==> config.mk <==
export PLATFORM = sky130hd
export DESIGN_NAME = xfer_sched
export DESIGN_NICKNAME = d
export VERILOG_FILES = /design/src/rtl/reu_pkg.sv /design/src/rtl/xfer_status.sv /design/src/rtl/xfer_sched.sv
export SDC_FILE = /design/constraint.sdc
export NUM_CORES = 1
export LEC_CHECK = 0
export ABC_AREA = 0
export CORE_UTILIZATION = 40
export DETAILED_ROUTE_END_ITERATION = 6
export PLACE_DENSITY = 0.82
export SLEW_MARGIN = 10
export SYNTH_ARGS = -nofsm -noshare
export SYNTH_HDL_FRONTEND = slang
export SYNTH_SLANG_ARGS = --single-unit
==> constraint.sdc <==
create_clock -name PHI2 -period 1.8 [get_ports PHI2]
set_input_delay 0.54 -clock PHI2 [delete_from_list [all_inputs] [get_ports PHI2]]
set_output_delay 0.54 -clock PHI2 [all_outputs]
set_load 0.03 [all_outputs]
==> src/rtl/reu_pkg.sv <==
// Shared definitions for the REU DMA engine: scheduler state encoding,
// command/mask register bit positions and transfer-type codes.
package reu_pkg;

    typedef enum logic [2:0] {
        ST_IDLE   = 3'd0,
        ST_ARMED  = 3'd1,
        ST_LAUNCH = 3'd2,
        ST_RUN    = 3'd3,
        ST_FINISH = 3'd4
    } state_t;

    localparam int CMD_EXEC     = 7;
    localparam int CMD_AUTOLOAD = 5;
    localparam int CMD_NOFF00   = 4;

    localparam int MASK_GLOBAL  = 7;
    localparam int MASK_EOB     = 6;
    localparam int MASK_VERR    = 5;

    localparam logic [1:0] XFER_C64REU = 2'b00;
    localparam logic [1:0] XFER_REUC64 = 2'b01;
    localparam logic [1:0] XFER_SWAP   = 2'b10;
    localparam logic [1:0] XFER_VERIFY = 2'b11;

    // Interrupt request from the stored {global, eob, verr} enables and the sticky flags.
    function automatic logic irq_calc(input logic [2:0] mask, input logic eob, input logic verr);
        return mask[2] & ((mask[1] & eob) | (mask[0] & verr));
    endfunction

endpackage

==> src/rtl/xfer_status.sv <==
// Sticky EOB / VerifyErr flags, interrupt-mask register and Status/IRQ assembly.
module xfer_status
    import reu_pkg::*;
#(
    parameter logic [3:0] VERSION  = 4'h0,
    parameter logic       SIZE_BIT = 1'b1
) (
    input  logic       i_clk,
    input  logic       i_rst,
    input  logic       i_mask_wr,
    input  logic       i_status_rd,
    input  logic [7:0] i_wrd,
    input  logic       i_set_eob,
    input  logic       i_set_verr,
    output logic [7:0] o_status,
    output logic       o_irq
);

    logic [2:0] r_mask;
    logic       r_eob;
    logic       r_verr;
    logic       w_irq;
    logic       w_unused;

    assign w_unused = &{1'b0, i_wrd[4:0]};

    // Mask register and sticky flags; a set in the same cycle as a read-clear wins.
    always_ff @(negedge i_clk or posedge i_rst) begin
        if (i_rst) begin
            r_mask <= 3'b000;
            r_eob  <= 1'b0;
            r_verr <= 1'b0;
        end else begin
            if (i_mask_wr) begin
                r_mask <= {i_wrd[MASK_GLOBAL], i_wrd[MASK_EOB], i_wrd[MASK_VERR]};
            end
            r_eob  <= i_set_eob  | (r_eob  & ~i_status_rd);
            r_verr <= i_set_verr | (r_verr & ~i_status_rd);
        end
    end

    assign w_irq    = irq_calc(r_mask, r_eob, r_verr);
    assign o_irq    = w_irq;
    assign o_status = {w_irq, r_eob, r_verr, SIZE_BIT, VERSION};

endmodule

==> src/rtl/xfer_sched.sv <==
// REU transfer scheduler: command decode, optional $FF00 trigger arming
// (built when XFER_SCHED_FF00_EN is defined), Execute/Autoload strobes.
module xfer_sched
    import reu_pkg::*;
#(
    parameter logic [3:0] VERSION  = 4'h0,
    parameter logic       SIZE_BIT = 1'b1
) (
    input  logic       PHI2,
    input  logic       RESET,
    input  logic       CmdWR,
    input  logic       IMaskWR,
    input  logic       FF00WR,
    input  logic       StatusRD,
    input  logic [7:0] WRD,
    input  logic       DMA,
    input  logic       XferEnd,
    input  logic       SetEndOfBlock,
    input  logic       SetVerifyErr,
    output logic       Execute,
    output logic [1:0] XferType,
    output logic       Autoload,
    output logic       Busy,
    output logic [7:0] Status,
    output logic       IRQ
);

    state_t     r_state;
    state_t     w_next;
    logic [1:0] r_type;
    logic       r_autoload;
    logic       w_cmd_accept;
    logic       w_mask_wr;
    logic       w_execute;
    logic       w_autoload;
    logic       w_busy;
    logic       w_unused;

`ifdef XFER_SCHED_FF00_EN
    assign w_unused = &{1'b0, DMA};
`else
    assign w_unused = &{1'b0, DMA, FF00WR};
`endif

    assign w_cmd_accept = CmdWR & ((r_state == ST_IDLE) | (r_state == ST_ARMED));
    assign w_mask_wr    = IMaskWR & (r_state != ST_RUN);

    // State register.
    always_ff @(negedge PHI2 or posedge RESET) begin
        if (RESET) begin
            r_state <= ST_IDLE;
        end else begin
            r_state <= w_next;
        end
    end

    // Command latch: type and autoload only move on a command taken in IDLE/ARMED.
    always_ff @(negedge PHI2 or posedge RESET) begin
        if (RESET) begin
            r_type     <= XFER_C64REU;
            r_autoload <= 1'b0;
        end else if (w_cmd_accept) begin
            r_type     <= WRD[1:0];
            r_autoload <= WRD[CMD_AUTOLOAD];
        end
    end

    // Next-state logic.
    always_comb begin
        w_next = r_state;
        case (r_state)
            ST_IDLE: begin
                if (CmdWR && WRD[CMD_EXEC]) begin
`ifdef XFER_SCHED_FF00_EN
                    w_next = WRD[CMD_NOFF00] ? ST_LAUNCH : ST_ARMED;
`else
                    w_next = ST_LAUNCH;
`endif
                end else begin
                    w_next = ST_IDLE;
                end
            end
`ifdef XFER_SCHED_FF00_EN
            ST_ARMED: begin
                // A command write in the same cycle overrides the trigger.
                if (CmdWR) begin
                    if (!WRD[CMD_EXEC]) begin
                        w_next = ST_IDLE;
                    end else if (WRD[CMD_NOFF00]) begin
                        w_next = ST_LAUNCH;
                    end else begin
                        w_next = ST_ARMED;
                    end
                end else if (FF00WR) begin
                    w_next = ST_LAUNCH;
                end else begin
                    w_next = ST_ARMED;
                end
            end
`endif
            ST_LAUNCH: w_next = ST_RUN;
            ST_RUN: begin
                if (XferEnd) begin
                    w_next = r_autoload ? ST_FINISH : ST_IDLE;
                end else begin
                    w_next = ST_RUN;
                end
            end
            ST_FINISH: w_next = ST_IDLE;
            default:   w_next = ST_IDLE;
        endcase
    end

    // Output decode from the registered state.
    always_comb begin
        w_execute  = 1'b0;
        w_autoload = 1'b0;
        w_busy     = 1'b1;
        case (r_state)
            ST_IDLE:   w_busy     = 1'b0;
            ST_LAUNCH: w_execute  = 1'b1;
            ST_FINISH: w_autoload = 1'b1;
            default:   w_busy     = 1'b1;
        endcase
    end

    assign Execute  = w_execute;
    assign Autoload = w_autoload;
    assign Busy     = w_busy;
    assign XferType = r_type;

    xfer_status #(
        .VERSION  (VERSION),
        .SIZE_BIT (SIZE_BIT)
    ) u_status (
        .i_clk       (PHI2),
        .i_rst       (RESET),
        .i_mask_wr   (w_mask_wr),
        .i_status_rd (StatusRD),
        .i_wrd       (WRD),
        .i_set_eob   (SetEndOfBlock),
        .i_set_verr  (SetVerifyErr),
        .o_status    (Status),
        .o_irq       (IRQ)
    );

endmodule

# --- Word level (Yosys, flattened, before mapping) ---
# Cells that the tools add are included.
op_classes:
  n_mux: 7
  n_eq_ne: 5
  bitwise: 12
  n_reduce_logical: 2
op_table:
  columns: ["cell", "n"]
  rows:
  - ["$pmux W3 S3", 1]
  - ["$and A1 B1 Y1", 7]
  - ["$eq A3 B2 Y1 const B", 2]
  - ["$mux W3", 2]
  - ["$or A1 B1 Y1", 4]
  - ["$eq A3 B1 Y1 const B", 1]
  - ["$eq A3 B3 Y1 const B", 1]
  - ["$logic_not A3 Y1", 1]
  - ["$mux W1", 3]
  - ["$ne A3 B2 Y1 const B", 1]
  - ["$mux W2", 1]
  - ["$logic_and A1 B1 Y1", 1]
  - ["$not A1 Y1", 1]
word_totals:
  regBits: 11
  elab_cells: 32
  input_bits: 18
  output_inout_bits: 14

# --- Depth between registers and ports, before layout ---
logic_depth:
  word_depth: 3
  ltp_mapped: 3

# --- Modules after synthesis ---
# A second synthesis with hierarchy kept.
unflattened:
  hier_cells: 46
  hier_area_um2: 543.0
modules_own_cells:
  columns: ["mod", "area_per_inst_um2", "cells_each", "n_inst", "seq_area_each_um2"]
  rows:
  - ["xfer_sched", 280.3, 22, 1, 150.1]
  - ["xfer_status", 262.8, 24, 1, 125.1]

==> metrics.md <==
| Metric | Value |
|---|---|
| Synth area leader | dfrtn_1 |
| Internal power | ~0.94 mW |
| DIE AREA | between 1500 and 2000 um2 |
| Power density cells | roughly 1500 nW/um2 |
| Post-synth EDFFs | 0 |
| First-pass GRT wire length | approximately 2300 um |
| Core ar. | roughly 1300 um2 |
| Synth Cell Area | slightly below 600 um2 |
| #FFs+latches synth | 11 |
| Max-slew violations | 0 |
| Lkg Pwr | approximately 0.49 nW |
| Maximum number of pins on one net before global-route repair | 12 |
| CP Data Required Time | 1260 ps |
| Reg2Reg Setup Slack | roughly 260 ps |
| Critical path peak fanout | 2 |
| DRT Pass-1 Iters | 4 |
| Overflow after GRT | 0 |
| Share of cells above drive strength 1 | 0.478 |
| Clock Power Share | 0.105 |
| Synth warn | 0 |
| Fraction of registers with async set/reset | 1.00 |
| WP data arrival | 2070 ps |
| DR DRC count | 0 |
| WL final | 1470 um |
| Share of the synthesized area in the top cell type | 0.472 |
| Clock Tree Buf Depth | 2 |
| Vias in the first global route | 501 |
| ANT nets after route | 0 |
| Finished Cell Area | about 1000 um2 |
| Sequential-to-total area share from yosys stat | 0.472 |
| DR iter-0 viols | 7 |
| Peak supply drop | around 0.95 mV |
| Port Buffers | 21 |
| CTS tree | done |
| Top post-synthesis cells by area | dfrtn_1 47%, buf_4 10%, mux2_1 5.8% |
| Ant diodes | 0 |
| Hold path startpoint | r_autoload |
| Setup_tns | -6390 ps |
| Die Wd | roughly 40 um |
| Crit path capture type | output pin |
| TritonCTS Buffers | 3 |
| Syn Inst Count | 55 |
| CTS sink count | 11 |
| Total GRT Usage | 0.225 |
| I/O Pins | 32 |
| Dpl cells | 96 |
| Worst slack at placement | -929 ps |
| Outcome | finished with violations |
| Sw Share | 0.385 |
| Wirelength per Cell | around 14 um |
| Hold_buf cts | 0 |
| Final nets | about 110 |
| Min-delay worst type | reg -> reg |
| RSZ-0062 raised after global routing | yes |
| H-tree levels | 1 |
| Row count | 13 |
| Hold path cells | 1 |
| FILL cells | 100 |
| Combinational Power Share | 0.625 |
| Via density | a little under 5 |
| Final Worst Setup Slack | -809 ps |
| Failing checks | negative setup slack |
| Non-Filler Instances | 107 |
| Seq pwr share | 0.270 |
| Syn avg cell area | ~11 um2 |
| Clock skew | approximately 5 ps |
| RePlAce Congestion | roughly 0.73 |
| Vias after detailed routing | 529 |
| Initial antenna violation count | 0 |
| Area Overhead vs Synth | 73.8% |
| # setup viols final | 12 |
| Starting Density | 0.437 |
| Switching Power | approximately 0.59 mW |
| Final Core Density | 0.760 |
| Final HPWL DP | between 900 and 1000 um |
| R2r startpoint | r_state[1] |
| Die Y | around 40 um |
| Distinct cell type count after synthesis | 22 |
| Worst-path clk slew | 50 ps |
| Synth Flop Type | dfrtn_1 |
| Root buf cell | clkbuf_4 |
| R2R depth | 5 |
| Worst Hold End | r_autoload |
| Post-DP Area | around 880 um2 |
| Kind of critical path | reg -> out |
| Max-cap violations | 0 |
| Crit path launch | r_state[2] |
| Worst R2R End | XferType[1] |
| Clock Latency Late Sink | 270 ps |
| Hold Violations, Final | 0 |
| CP Launch Type | flip-flop |
-- Yosys cell counts, types with 2 or more instances --
cell type,count
nand2_1,3
conb_1,2
inv_1,2
buf_4,8
a21o_1,2
dfrtn_1,11
nand2b_1,4
nor2_1,2
mux2_1,3
nand4b_1,3
o211ai_1,3
a21oi_1,2
-- power groups by stage --
stage | registers [mW] | logic (mW) | clock network [mW]
final | 0.413 | 0.957 | 0.161
after global routing | 0.423 | 1.03 | 0.183
after CTS | 0.411 | 0.916 | 0.167
after detailed placement | 0.406 | 0.775 | 0
after global placement | 0.403 | 0.761 | 0
after floorplan | 0.477 | 0.457 | 0
-- how the worst max path moves through the flow --
stage	end	slack (ps)	cells past startpoint
5_1_grt	Busy	-830	2
3_5_place_dp	Busy	-930	2
3_3_place_gp	Busy	-920	2
4_1_cts	Busy	-790	2
6_report	Busy	-810	2
2_1_floorplan	Execute	-570	2
-- kinds of logic after synthesis --
group	after synthesis	share of synthesized area
compound gates	9	0.112
mux	3	0.0579
buf+inv	11	0.122
flops	11	0.472
other cells	2	0.0129
simple gates	19	0.223
-- cell type report --
cell class / instances / area [um2] / area share
repair buffers: 39 / 379 / 0.374
inverters: 2 / 7.51 / 0.00741
clock buffers: 4 / 26.3 / 0.0259
multi-input cells: 36 / 307 / 0.302
flip-flops and latches: 11 / 275 / 0.272
well taps: 15 / 18.8 / 0.0185
-- placed cells by master, fill, tap and decap left out, types with 3 or more instances in the layout --
| cell | n |
|---|---|
| clkbuf_4 | 3 |
| nand2b_1 | 3 |
| nand4b_1 | 3 |
| dfrtn_1 | 11 |
| dlygate4sd2_1 | 9 |
| nand2_1 | 3 |
| buf_4 | 12 |
| mux2_4 | 3 |
| o211ai_1 | 3 |
| buf_6 | 15 |
| conb_1 | 5 |
-- critical path, cell delays in order, from the launching register on --
cell     delay [ps]
dfrtn_1         360
or3_4           400
buf_6           150
-- routing by layer --
layer | track usage | part of all wire | routed length, um
met5 | 0 | 0 | 0
met4 | 0.0750 | 0.0041 | 6
met3 | 0.0333 | 0.044 | 64
met2 | 0.383 | 0.55 | 804
met1 | 0.290 | 0.40 | 592
-- repair_timing --
item,CTS,global route
setup endpoints to repair,20,13
pin swaps,3,0
buffers inserted,6,2
gates resized for setup,38,2
-- state kept, by name, summed over array words and instances (netlist names) --
signal,count
r_state,3
u_status.r_eob,1
XferType,2
u_status.r_mask,3
u_status.r_verr,1
r_autoload,1
-- through the flow --
stage | hold WS [ps] | total power, mW
finish | 472 | 1.53
global route | 483 | 1.63
CTS | 474 | 1.49
detailed placement | 458 | 1.18
global placement | 467 | 1.16
floorplan | 443 | 0.934
(Power assumes the default switching activity.)
